## src/rtl/cache_meta_if.sv

```systemverilog
// Request/response bundle between a cache controller and its valid/dirty/LRU metadata array.
interface cache_meta_if;
  logic [63:0] set_oh;
  logic        upd_en;
  logic        upd_way;
  logic        upd_valid;
  logic        upd_dirty;
  logic        touch_en;
  logic        touch_way;
  logic        flush_req;
  logic [1:0]  valid_out;
  logic [1:0]  dirty_out;
  logic        lru_out;
  logic        flush_busy;
  logic        flush_done;
  logic        oh_err;

  modport master (
    output set_oh, upd_en, upd_way, upd_valid, upd_dirty, touch_en, touch_way, flush_req,
    input  valid_out, dirty_out, lru_out, flush_busy, flush_done, oh_err
  );

  modport slave (
    input  set_oh, upd_en, upd_way, upd_valid, upd_dirty, touch_en, touch_way, flush_req,
    output valid_out, dirty_out, lru_out, flush_busy, flush_done, oh_err
  );
endinterface

```

## src/rtl/cache_meta_array.sv

```systemverilog
// 64-set x 2-way valid/dirty store with per-set LRU bit and a sequential flush engine.
// Optional CACHE_META_ONEHOT_CHK_EN: flag and suppress writes when set_oh is not one-hot.
module cache_meta_array (
  input  logic         clk,
  input  logic         rstn,
  cache_meta_if.slave  bus
);
  localparam int SETS = 64;

  typedef enum logic [1:0] {IDLE, FLUSH, DONE} state_t;

  state_t           state_q, state_d;
  logic [5:0]       cnt;
  logic [1:0]       valid [SETS];
  logic [1:0]       dirty [SETS];
  logic [SETS-1:0]  lru;
  logic             wr_ok;
  logic [1:0]       rd_valid, rd_dirty;
  logic             rd_lru;

`ifdef CACHE_META_ONEHOT_CHK_EN
  logic req_any, oh_bad;
  assign req_any    = bus.upd_en | bus.touch_en;
  assign oh_bad     = (bus.set_oh == '0) || ((bus.set_oh & (bus.set_oh - 64'd1)) != '0);
  assign wr_ok      = ~oh_bad;
  // Reset gating keeps the flag low while the block is held in reset.
  assign bus.oh_err = rstn & req_any & oh_bad;
`else
  assign wr_ok      = 1'b1;
  assign bus.oh_err = 1'b0;
`endif

  always_ff @(posedge clk or negedge rstn) begin
    if (!rstn) begin
      state_q <= IDLE;
      cnt     <= '0;
    end else begin
      state_q <= state_d;
      cnt     <= (state_q == FLUSH) ? cnt + 6'd1 : '0;
    end
  end

  always_comb begin
    state_d = state_q;
    case (state_q)
      IDLE:    if (bus.flush_req) state_d = FLUSH;
      FLUSH:   if (cnt == 6'd63) state_d = DONE;
      DONE:    state_d = IDLE;
      default: state_d = IDLE;
    endcase
  end

  always_ff @(posedge clk or negedge rstn) begin
    if (!rstn) begin
      for (int s = 0; s < SETS; s++) begin
        valid[s] <= '0;
        dirty[s] <= '0;
      end
      lru <= '0;
    end else begin
      for (int s = 0; s < SETS; s++) begin
        if (state_q == FLUSH) begin
          if (cnt == 6'(s)) begin
            valid[s] <= '0;
            dirty[s] <= '0;
            lru[s]   <= 1'b0;
          end
        end else if (state_q == IDLE && wr_ok && bus.set_oh[s]) begin
          if (bus.upd_en) begin
            valid[s][bus.upd_way] <= bus.upd_valid;
            dirty[s][bus.upd_way] <= bus.upd_dirty;
          end
          if (bus.touch_en) lru[s] <= ~bus.touch_way;
        end
      end
    end
  end

  // AND-OR read mux over stored state; no bypass of same-cycle writes.
  always_comb begin
    rd_valid = '0;
    rd_dirty = '0;
    rd_lru   = 1'b0;
    for (int s = 0; s < SETS; s++) begin
      rd_valid = rd_valid | ({2{bus.set_oh[s]}} & valid[s]);
      rd_dirty = rd_dirty | ({2{bus.set_oh[s]}} & dirty[s]);
      rd_lru   = rd_lru   | (bus.set_oh[s] & lru[s]);
    end
  end

  assign bus.flush_busy = (state_q != IDLE);
  assign bus.flush_done = (state_q == DONE);
  assign bus.valid_out  = bus.flush_busy ? 2'b00 : rd_valid;
  assign bus.dirty_out  = rd_dirty;
  assign bus.lru_out    = rd_lru;
endmodule

```

## src/flat_wrapper.sv

```systemverilog
// flat-port wrapper written by rule: the top's interface ports become plain ports
module cache_meta_array_flat 
  (clk, rstn, bus_set_oh, bus_upd_en, bus_upd_way, bus_upd_valid, bus_upd_dirty, bus_touch_en, bus_touch_way, bus_flush_req, bus_valid_out, bus_dirty_out, bus_lru_out, bus_flush_busy, bus_flush_done, bus_oh_err);
  cache_meta_if bus_i ();
  input  logic clk;
  input  logic rstn;
  input wire logic [$bits(bus_i.set_oh)-1:0] bus_set_oh;
  input wire logic [$bits(bus_i.upd_en)-1:0] bus_upd_en;
  input wire logic [$bits(bus_i.upd_way)-1:0] bus_upd_way;
  input wire logic [$bits(bus_i.upd_valid)-1:0] bus_upd_valid;
  input wire logic [$bits(bus_i.upd_dirty)-1:0] bus_upd_dirty;
  input wire logic [$bits(bus_i.touch_en)-1:0] bus_touch_en;
  input wire logic [$bits(bus_i.touch_way)-1:0] bus_touch_way;
  input wire logic [$bits(bus_i.flush_req)-1:0] bus_flush_req;
  output wire logic [$bits(bus_i.valid_out)-1:0] bus_valid_out;
  output wire logic [$bits(bus_i.dirty_out)-1:0] bus_dirty_out;
  output wire logic [$bits(bus_i.lru_out)-1:0] bus_lru_out;
  output wire logic [$bits(bus_i.flush_busy)-1:0] bus_flush_busy;
  output wire logic [$bits(bus_i.flush_done)-1:0] bus_flush_done;
  output wire logic [$bits(bus_i.oh_err)-1:0] bus_oh_err;
  assign bus_i.set_oh = bus_set_oh;
  assign bus_i.upd_en = bus_upd_en;
  assign bus_i.upd_way = bus_upd_way;
  assign bus_i.upd_valid = bus_upd_valid;
  assign bus_i.upd_dirty = bus_upd_dirty;
  assign bus_i.touch_en = bus_touch_en;
  assign bus_i.touch_way = bus_touch_way;
  assign bus_i.flush_req = bus_flush_req;
  assign bus_valid_out = bus_i.valid_out;
  assign bus_dirty_out = bus_i.dirty_out;
  assign bus_lru_out = bus_i.lru_out;
  assign bus_flush_busy = bus_i.flush_busy;
  assign bus_flush_done = bus_i.flush_done;
  assign bus_oh_err = bus_i.oh_err;
  cache_meta_array u_core (.clk(clk), .rstn(rstn), .bus(bus_i));
endmodule
```

## config.mk

```make
export PLATFORM = sky130hd
export DESIGN_NAME = cache_meta_array_flat
export DESIGN_NICKNAME = d
export VERILOG_FILES = /design/src/rtl/cache_meta_if.sv /design/src/rtl/cache_meta_array.sv /design/src/flat_wrapper.sv
export SDC_FILE = /design/constraint.sdc
export NUM_CORES = 1
export LEC_CHECK = 0
export CORE_MARGIN = 5
export CORE_UTILIZATION = 40
export CTS_BUF_LIST = sky130_fd_sc_hd__clkbuf_4
export DETAILED_ROUTE_END_ITERATION = 16
export PLACE_DENSITY = 0.62
export SKIP_CTS_REPAIR_TIMING = 1
export SLEW_MARGIN = 5
export SYNTH_ARGS = -nofsm -noshare
export SYNTH_HDL_FRONTEND = slang
export SYNTH_SLANG_ARGS = --single-unit
```

## constraint.sdc

```tcl
create_clock -name clk -period 5.8 [get_ports clk]
set_clock_uncertainty 0.2 [all_clocks]
set_input_delay 0.58 -clock clk [delete_from_list [all_inputs] [get_ports clk]]
set_output_delay 0.58 -clock clk [all_outputs]
set_load 0.005 [all_outputs]
```

== Yosys cells after proc, flatten, opt, wreduce, memory -nomap -nowiden ==
Index checks and enable logic that the tools add are counted.
Cells by class
  $lt $le $gt $ge: 2
  bitwise operators: 382
  add/subtract/negate cells: 1
  equal/unequal tests: 130
  multiplexer cells: 776
  reductions and logical operators: 263
Operators with widths (count)
  two-way mux 2 bit: 451
  AND reduction 3 bit: 128
  bitwise AND 2 bit: 128
  bitwise mux 2 bit: 128
  OR 2 bit: 126
  two-way mux 1 bit: 194
  equality test 6 bit (second input constant): 32
  nonzero test 2 bit: 67
  equality test 6 x 5 -> 1 bit (second input constant): 16
  inequality test 2 bit (second input constant): 34
  logical AND 1 bit: 65
  bitwise AND 1 bit: 64
  OR 1 bit: 63
  inequality test 2 x 1 -> 1 bit (second input constant): 31
  equality test 6 x 4 -> 1 bit (second input constant): 8
  equality test 6 x 3 -> 1 bit (second input constant): 4
  equality test 6 x 2 -> 1 bit (second input constant): 2
  adder 6 x 1 -> 6 bit (second input constant): 1
  equality test 6 x 1 -> 1 bit (second input constant): 1
  zero test 6 bit: 1
  two-way mux 6 bit: 1
  one-hot mux 2 bit (2 select lines): 1
  equality test 2 x 1 -> 1 bit (second input constant): 1
  equality test 2 bit (second input constant): 1
  6 further kinds: 6
Storage, ports and cells
  word-level logic and storage cells: 1748
  input bits: 73
  register bits after elaboration: 328
  output and inout bits: 8

== Depth between registers and ports, before layout ==
  depth after elaboration: 65
  mapped depth: 8
  mapped depth without buffers: 7

== Worst setup path after synthesis ==
OpenSTA, ideal clock, no wires.
  path kind: input port to output port
  from: in bus_set_oh[24]
  to: out bus_dirty_out[0]
  stages: 4
  buffers on the path: 0
  path slack: 3.421 ns
  data required time: 5.020 ns
  data arrival time: 1.599 ns
  cells stage by stage: a22o_1 -> a221oi_1 -> nand4_1 -> or4_1
On the way
  cells in the longest elaborated chain, start to end: 41
RTL lines
  start, declared: line flat_wrapper.sv:7  | input wire logic [$bits(bus_i.set_oh)-1:0] bus_set_oh;
  bitwise AND 2 bit: line cache_meta_array.sv:86  | rd_dirty = rd_dirty | ({2{bus.set_oh[s]}} & dirty[s]);
  OR 2 bit (40 in a row): line cache_meta_array.sv:86
  end, declared: line flat_wrapper.sv:16  | output wire logic [$bits(bus_i.dirty_out)-1:0] bus_dirty_out;
No other way between the ends.

== Final worst setup path ==
  from: in bus_set_oh[28]
  to: out bus_lru_out
On the way
  cells in the longest elaborated chain, start to end: 37
RTL lines
  bitwise AND 1 bit: line cache_meta_array.sv:87  | rd_lru = rd_lru | (bus.set_oh[s] & lru[s]);
  OR 1 bit (36 in a row): line cache_meta_array.sv:87
  end, declared: line flat_wrapper.sv:17  | output wire logic [$bits(bus_i.lru_out)-1:0] bus_lru_out;
No other way between the ends.

==> flow_metrics.py <==
metrics = {
    "global_routing": {
        "grt_pass1_vias": 12810,
        "antenna_found_initial": 5,
        "grt_start_max_net_pins": 121,
        "grt_first_pass_wirelength_um": 94520,
        "track_usage_pct": 31.58,
        "overflow": 0,
    },
    "place": {
        "gp_congestion": 1.069,
        "place_inst": 1841,
        "port_buffers": 79,
        "hpwl_um": 45880,
    },
    "timing": {
        "finalMaxSlewViolations": 0,
        "rsz0062_at_grt": "false",
        "period_share_pct": 75.25,
        "fmax_mhz": 229.1,
        "finalHoldViolCount": 0,
        "relSlewSlack_pct": 3.605,
        "setup_viol": 0,
        "finalCriticalPeriod_ps": 4365,
        "tightest_slew_ps": 1446,
        "finalSetupTns_ps": 0,
    },
    "layout": {
        "instances_no_fill": 1999,
        "area_growth_pct": 16.19,
        "drive_gt1_share_pct": 20.67,
        "fin_nets": 1501,
    },
    "power_and_ir_drop": {
        "power.leakage_nw": 7.685,
        "max-vdd-ir-drop_v": 0.0001437,
        "power_density_nw_per_um2": 375.6,
    },
    "min_path": {
        "worstHoldPathType": "input pin to async pin",
    },
    "route": {
        "wire_per_inst_um": 33.40,
        "drc": 0,
        "final_antenna_net_count": 0,
        "dr.pass1.iters": 5,
        "drt_iter0_drc": 1947,
        "vias_per_cell": 6.726,
        "wirelength_um": 66760,
        "vias": 13450,
    },
    "clock_network": {
        "cts.sinks": 328,
        "ctsRootBufferMaster": "clkbuf_4",
        "cts_max_path_buffers": 3,
        "clk_pin_slew_ps": 70,
        "cts_buffers": 91,
        "htreeDepth": 3,
        "clkLatencyLatePin_ps": 770,
        "tritoncts": "yes",
    },
    "worst_setup_path": {
        "cp.arrival_ps": 3580,
        "cp-start-kind": "input pin",
        "worstPathMaxFanout": 6,
        "rr_worst_depth": 6,
        "critPathKind": "input pin to output pin",
        "r2r-end": "u_core.dirty[104]",
        "reg2reg_from": "u_core.state_q[1]",
        "regToRegSetupSlack_ps": 2020,
        "endpoint_kind": "output pin",
        "required_ps": 5020,
    },
    "synthesis": {
        "synthesis.nets": 1389,
        "yosysSeqAreaShare_pct": 54.61,
        "syn_area_sq_um": 15030,
        "syn-instance-count": 1312,
        "yosys_warnings": 0,
        "ys_types": 46,
        "ys.flop_type": "dfrtp_1",
        "postSynthAreaPerCell_sq_um": 11.46,
        "synth_edf_count": 0,
        "synthArstFlopShare_pct": 100.0,
        "synth_seq_cells": 328,
    },
    "floorplanning": {
        "core_area_sq_um": 37400,
        "die_w_um": 203.8,
        "pin_count": 81,
        "die_y_um": 203.8,
        "die_area_sq_um": 41550,
        "start_util_pct": 40.19,
        "num_rows": 71,
    },
    "job": {
        "drv_cap": 0,
    },
    "outcome": {
        "status": "completed",
    },
}
## cell usage after synthesis, types with 3 or more instances
cell type / count / area (sq um)
nor3b_2: 3 / 37.54
a22oi_2: 12 / 150.1
a221oi_1: 66 / 578.1
o21ai_0: 239 / 1196
ha_1: 4 / 50.05
a22o_1: 134 / 1174
clkbuf_1: 55 / 206.5
or4_1: 3 / 22.52
dfrtp_1: 328 / 8208
and3_1: 5 / 31.28
mux2_2: 98 / 1104
inv_1: 5 / 18.77
nor3_1: 4 / 20.02
nor2_1: 62 / 232.7
o41ai_1: 4 / 35.03
nand4_1: 22 / 137.6
nand2_1: 40 / 150.1
nor2_2: 14 / 87.58
buf_1: 5 / 18.77
nand2b_1: 3 / 18.77
buf_6: 7 / 78.83
and2_1: 3 / 18.77
o31ai_1: 64 / 480.5
a22oi_1: 79 / 593.1
buf_2: 15 / 75.07
buf_4: 3 / 22.52
and3b_1: 8 / 70.07
nand3_1: 5 / 25.02
## sequential cells by signal, indices dropped and copies added, names as in the netlist
| name | count |
|---|---|
| u_core.valid | 128 |
| u_core.state_q | 2 |
| u_core.lru | 64 |
| u_core.dirty | 128 |
| u_core.cnt | 6 |
## worst max path at each step
| stage | from | endpoint | slack, ps | depth (start not counted) |
|---|---|---|---|---|
| floorplan | bus_set_oh[24] | bus_dirty_out[0] | 3420 | 4 |
| global route | bus_set_oh[29] | bus_dirty_out[0] | 1410 | 6 |
| global placement | bus_set_oh[28] | bus_lru_out | 1520 | 6 |
| finish | bus_set_oh[28] | bus_lru_out | 1440 | 6 |
| detailed placement | bus_set_oh[28] | bus_lru_out | 1530 | 6 |
| CTS | bus_set_oh[28] | bus_lru_out | 1530 | 6 |
## layout by cell type (no fill, tap or decap), drive strengths merged, types with 14 or more instances in the layout
cell type and instances:
dfrtp 328, o21ai 240, clkinv 14, clkbuf 139, nand2 42, nand4 22, clkdlybuf4s50 78, nor2 77
a22o 134, o31ai 64, a22oi 91, mux2 99, buf 26, a221oi 66
## worst max-delay path: stages
cell             delay [ps]
clkdlybuf4s50_1         720
a22o_1                  340
a221oi_1                620
nand4_1                 220
or4_1                   600
clkdlybuf4s50_1         490
## metrics by stage
stage / util, % / area (sq um) / worst slack (ps) / hold slack [ps] / power, W
global route: 46.69 / 17460 / 1406 / 225.5 / 0.006795
global placement: 43.71 / 16350 / 1516 / 277.3 / 0.004427
CTS: 46.65 / 17450 / 1528 / -341.9 / 0.006521
detailed placement: 43.71 / 16350 / 1533 / 284.3 / 0.004441
floorplan: - / 15030 / 3421 / 84.41 / 0.003672
finish: 46.70 / 17460 / 1435 / 208.4 / 0.006560
## metal layers
metal	share of wire (%)	vias to the layer above	global-route usage (%)	wire length, um
met5	0.019	-	0	13
met4	6.1	2	16.14	4095
met3	12	204	9.172	8084
met2	42	1035	45.09	28170
met1	40	6779	43.83	26390
li1	-	5426	-	-
## power breakdown
| group | internal (W) | switching, W |
|---|---|---|
| combinational | 0.000551 | 0.00101 |
| clock | 0.00108 | 0.00100 |
| sequential | 0.00262 | 0.000295 |
| total | 0.00425 | 0.00231 |
## cells by family after synthesis
kind of cell               share of synthesized area (%)
other                                            0.02495
buffers and inverters                              2.830
DFF                                                54.61
muxes                                              7.417
xor gates and xnor gates                          0.2331
and+or+nand+nor                                    6.410
adders and majority gates                         0.3330
AOI/OAI and AO/OA                                  28.14
## final cells by class
| cell class | count | area, sq um |
|---|---|---|
| antenna | 3 | 7.507 |
| clock buffer | 139 | 1044 |
| clock inverter | 15 | 56.30 |
| fill | 3496 | 19940 |
| inverter | 5 | 18.77 |
| multi-input combinational | 893 | 6447 |
| sequential | 328 | 8208 |
| tap | 511 | 639.4 |
| timing repair buffer | 105 | 1044 |
No activity file was read; power rests on OpenSTA's default activity.
